$ cat src/rtl/add_accum_unit.sv
// Registered add/sub/accumulate/clear unit with valid/ready handshakes on both sides.
// Holds one result; keeps a running accumulator and a wrapping count of accepted operations.
module add_accum_unit #(
    parameter int unsigned WIDTH     = 8,
    parameter int unsigned ACC_WIDTH = 16,
    parameter bit          SATURATE  = 1'b1
) (
    input  logic                 clk,
    input  logic                 rst,
    input  logic                 in_valid,
    output logic                 in_ready,
    input  logic [WIDTH-1:0]     in_a,
    input  logic [WIDTH-1:0]     in_b,
    input  logic [1:0]           in_mode,
    output logic                 out_valid,
    input  logic                 out_ready,
    output logic [ACC_WIDTH-1:0] out_data,
    output logic                 out_ovf,
    output logic [ACC_WIDTH-1:0] acc_value,
    output logic [15:0]          op_count
);

    localparam int unsigned EW = ACC_WIDTH + 1;

    localparam logic [1:0] MODE_ADD = 2'b00;
    localparam logic [1:0] MODE_SUB = 2'b01;
    localparam logic [1:0] MODE_ACC = 2'b10;
    localparam logic [1:0] MODE_CLR = 2'b11;

    localparam logic [0:0] ST_EMPTY = 1'b0;
    localparam logic [0:0] ST_FULL  = 1'b1;

    localparam logic [ACC_WIDTH-1:0] ALL_ONES = '1;

    logic [0:0]           r_state;
    logic [ACC_WIDTH-1:0] r_data;
    logic                 r_ovf;
    logic [ACC_WIDTH-1:0] r_acc;
    logic [15:0]          r_count;

    logic [EW-1:0]        w_a_ext;
    logic [EW-1:0]        w_b_ext;
    logic [EW-1:0]        w_acc_ext;
    logic [EW-1:0]        w_sum;
    logic [EW-1:0]        w_diff;
    logic [EW-1:0]        w_acc_sum;
    logic [ACC_WIDTH-1:0] w_result;
    logic                 w_ovf;
    logic                 w_accept;

    assign w_a_ext   = {{(EW-WIDTH){1'b0}}, in_a};
    assign w_b_ext   = {{(EW-WIDTH){1'b0}}, in_b};
    assign w_acc_ext = {1'b0, r_acc};

    // The extra top bit carries out of the add/accumulate and is the borrow of the subtract.
    assign w_sum     = w_a_ext + w_b_ext;
    assign w_diff    = w_a_ext - w_b_ext;
    assign w_acc_sum = w_acc_ext + w_a_ext;

    always_comb begin
        w_result = '0;
        w_ovf    = 1'b0;
        unique case (in_mode)
            MODE_ADD: begin
                w_result = w_sum[ACC_WIDTH-1:0];
                w_ovf    = w_sum[ACC_WIDTH];
            end
            MODE_SUB: begin
                w_result = w_diff[ACC_WIDTH-1:0];
                if (w_diff[ACC_WIDTH]) begin
                    w_ovf = 1'b1;
                    if (SATURATE) begin
                        w_result = '0;
                    end
                end
            end
            MODE_ACC: begin
                w_result = w_acc_sum[ACC_WIDTH-1:0];
                if (w_acc_sum[ACC_WIDTH]) begin
                    w_ovf = 1'b1;
                    if (SATURATE) begin
                        w_result = ALL_ONES;
                    end
                end
            end
            default: begin
                w_result = '0;
                w_ovf    = 1'b0;
            end
        endcase
    end

    // Ready depends only on the output side, never on in_valid.
    assign in_ready = (r_state == ST_EMPTY) || out_ready;
    assign w_accept = in_valid && in_ready;

    always_ff @(posedge clk or posedge rst) begin
        if (rst) begin
            r_state <= ST_EMPTY;
            r_data  <= '0;
            r_ovf   <= 1'b0;
            r_acc   <= '0;
            r_count <= '0;
        end else if (w_accept) begin
            r_state <= ST_FULL;
            r_data  <= w_result;
            r_ovf   <= w_ovf;
            r_count <= r_count + 16'd1;
            if (in_mode == MODE_ACC) begin
                r_acc <= w_result;
            end else if (in_mode == MODE_CLR) begin
                r_acc <= '0;
            end
        end else if (out_ready) begin
            r_state <= ST_EMPTY;
        end
    end

    assign out_valid = (r_state == ST_FULL);
    assign out_data  = r_data;
    assign out_ovf   = r_ovf;
    assign acc_value = r_acc;
    assign op_count  = r_count;

endmodule

$ cat config.mk
export PLATFORM = sky130hd
export DESIGN_NAME = add_accum_unit
export DESIGN_NICKNAME = d
export VERILOG_FILES = /design/src/rtl/add_accum_unit.sv
export SDC_FILE = /design/constraint.sdc
export NUM_CORES = 1
export LEC_CHECK = 0
export BUFFER_PORTS_ARGS = -buffer_cell sky130_fd_sc_hd__buf_4
export CORE_MARGIN = 5
export CORE_UTILIZATION = 38
export DETAILED_ROUTE_END_ITERATION = 12
export PLACE_DENSITY = 0.6
export SLEW_MARGIN = 20
export SYNTH_ARGS = -nofsm -noshare
export SYNTH_HDL_FRONTEND = slang
export SYNTH_SLANG_ARGS = --single-unit
export TNS_END_PERCENT = 10
$ cat constraint.sdc
create_clock -name clk -period 2.8 [get_ports clk]
set_clock_uncertainty 0.2 [all_clocks]
set_input_delay 0.14 -clock clk [delete_from_list [all_inputs] [get_ports clk]]
set_output_delay 0.14 -clock clk [all_outputs]
set_load 0.005 [all_outputs]
==> impl_metrics.ini <==
[floorplanning]
core.rowCount = 34
core_mm2 = 0.00876
ioPinCount = 73
die_h_um = 105
start_util_pct = 39.2
dieWidth_um = 105
die-area_mm2 = 0.0110

[synth]
seq_area_frac_synth_pct = 36.4
yosys.area.top_type = dfrtp_1
avgSynthCellArea_um2 = 9.12
synth_cells = 377
synth_seq_cells = 50
synthTopCellsByArea = dfrtp_1 (36%), ha_1 (11%), xnor2_1 (4.8%)
netlist_area_mm2 = 0.00344
postSynthNetCount = 432
synth_flop_cell = dfrtp_1
yosysTopAreaCellShare_pct = 36.4
synth_edf_count = 0
synth_async_sr_flop_share_pct = 100
yosys_warnings = 0
ys_types = 53

[routing]
met3_length_um = 499
route.met2.wl_um = 4220
drt-initial-drc-count = 129
dr.max_layer_used = met4
wl_per_cell_um = 16.3
first_pass_iters = 4
drc = 0
antenna_left = 0
drt-met1-wl_um = 4430
routed-via-count = 3068
drt_wl_total_um = 9200
viasPerCell = 5.45

[finish]
final_cell_mix = buf_4 (81), dfrtp_1 (50), nand2_1 (38)
postLayoutCoreUtil_pct = 48.3
final_nets = 510
final_common_cell = buf_4
antenna_cells = 0
fill_cells = 840
syn2layout_area_growth_pct = 23.2
final_layout_size_suffix_gt1_share_pct = 22.0

[clock_network]
cts-root-buf = clkbuf_8
cts.sink_count = 50
clockBufferDepth = 2
tritoncts = done
numCtsBuffers = 5
path_clk_slew_ns = 0.10
htree_levels = 2
cts_setup_buffers = 0
insertion_delay_ns = 0.30

[setup_path]
crit_required_ns = 2.80
crit_path_cell_trace = ha_1 > a21o_1 > a221oi_2 > o31ai_2 > nor2b_1 > buf_4 > o21ai_0 > a21oi_1 > a21o_1
r2r_start = acc_value[6]
r2r_end = acc_value[3]
slowest_delay_ns = 0.42
critPathLaunchType = flop
reg2reg_slack_ns = 0.17
worstSetupEndpointType = flop
slowest_stage = dfrtp_1
rr_worst_depth = 9
criticalPathCategory = reg -> reg
arrival_ns = 2.64
path_max_fanout = 10
cpMostUsedCell = a21o_1

[sta]
final-hold-violation-count = 0
clock.fmax_mhz = 380
fin_crit_ns = 2.63
fin_crit_sh_pct = 94.1
relSlewSlack_pct = 58.5
setup_violations = 0
setup-tns-final_ns = 0
slew_violations = 0
tightest_slew_ns = 0.620
rsz0062_at_grt = false

[global_route]
grt_pass1_wl_um = 15300
grt_max_degree = 28
grt_overflow = 0
antenna_found_initial = 0
grt_pass1_vias = 3049
grt_use_total_pct = 16.5

[placed_design]
port_buffers = 72
gp_congestion = 0.883
dp_hpwl_um = 7130

[hold_path]
worstHoldEndpoint = out_data[0]
worstHoldStart = in_b[0]
holdPathStages = 4
hp-class = in -> reg

[pwr]
power.density_mw_per_mm2 = 490
leakage_nw = 2.14
finalPower_mw = 2.08
peakVddDrop_v = 0.000241

[status]
outcome = finished clean

[job]
maxCapViolations = 0
worst max path at each step:
stage	from	end	slack [ns]	cells after the start
final	acc_value[6]	acc_value[3]	0.17	9
after global routing	acc_value[6]	acc_value[3]	0.008	9
after CTS	acc_value[0]	out_data[1]	0.08	9
after detailed placement	acc_value[0]	out_data[1]	0.1	9
after global placement	acc_value[0]	out_data[1]	0.19	9
after floorplan	acc_value[6]	acc_value[3]	0.40	9
power by group:
group | internal, mW | switching (mW) | leakage [nW]
sequential | 0.813 | 0.0961 | 0.670
combinational | 0.371 | 0.376 | 1.43
clock | 0.171 | 0.249 | 0.0362
Yosys cell counts, types with 2 or more instances:
library cell	count
o31ai_1	5
and2_1	3
clkbuf_1	8
xor2_1	7
or4_1	2
nor2_1	19
xnor2_1	19
a32oi_1	2
inv_1	21
dfrtp_1	50
o211ai_1	2
a221oi_1	2
fa_1	3
ha_1	30
a22o_1	3
a21o_1	9
o21ai_0	30
nand4_1	4
nor2b_1	3
buf_6	2
mux2i_1	2
nand3_1	11
a221o_1	6
a21oi_1	27
nand2_1	38
a211o_1	2
and3_1	15
a31o_2	2
o21bai_1	2
a31oi_1	6
nor3_1	3
nand2b_1	15
or2_2	2
o21ai_1	3
critical path, delay by kind of cell, from the launching register on:
kind	cells	cell delay, ns
simple gates	1	0.17
compound gates	6	1.24
flops	1	0.42
fa+ha+maj	1	0.34
buf+inv	1	0.17
repair_timing:
item	CTS	global route
setup endpoints to repair	0	17
hold buffers	3	0
endpoints found under the hold margin	24	0
gates resized for setup	0	2
sequential cells by signal, summed over array words and instances, names as in the netlist:
name       count
out_valid      1
out_data      16
op_count      16
out_ovf        1
acc_value     16
layer usage:
metal | GRT usage (%) | up-vias
met1 | 23.9 | 1473
met3 | 3.02 | 6
met5 | 0 | -
met2 | 26.1 | 79
li1 | - | 1510
met4 | 2.56 | 0
logic make-up (layout without fill, tap and decap cells):
kind of cell / Yosys count / in the layout / share of synthesized area (%)
AO/OA/AOI/OAI: 115 / 115 / 22.6
XOR/XNOR: 26 / 26 / 6.63
adder cells (fa/ha/maj): 33 / 33 / 12.7
buffers and inverters: 34 / 112 / 4.30
flip-flops: 50 / 50 / 36.4
multiplexers: 2 / 2 / 0.582
AND/OR/NAND/NOR: 117 / 117 / 16.8
stage by stage:
stage          setup slack [ns]  hold slack (ns)  std cells  instance area, um2
2_1_floorplan             0.397           0.0484        377                3440
3_3_place_gp              0.189           0.0278        553                4110
3_5_place_dp              0.100           0.0355        553                4110
4_1_cts                  0.0770           0.0579        563                4230
5_1_grt                 0.00787           0.0913        563                4230
6_report                  0.165           0.0687        563                4230
cell type report:
cell class / count / area [um2] / share of cell area (%)
clock buffers: 5 / 68.8 / 1.63
clock inverters: 2 / 15.0 / 0.355
inverters: 21 / 78.8 / 1.86
multi-input cells: 293 / 2050 / 48.3
flip-flops and latches: 50 / 1250 / 29.6
well taps: 108 / 135 / 3.19
repair buffers: 84 / 638 / 15.1
(Power assumes the default switching activity.)
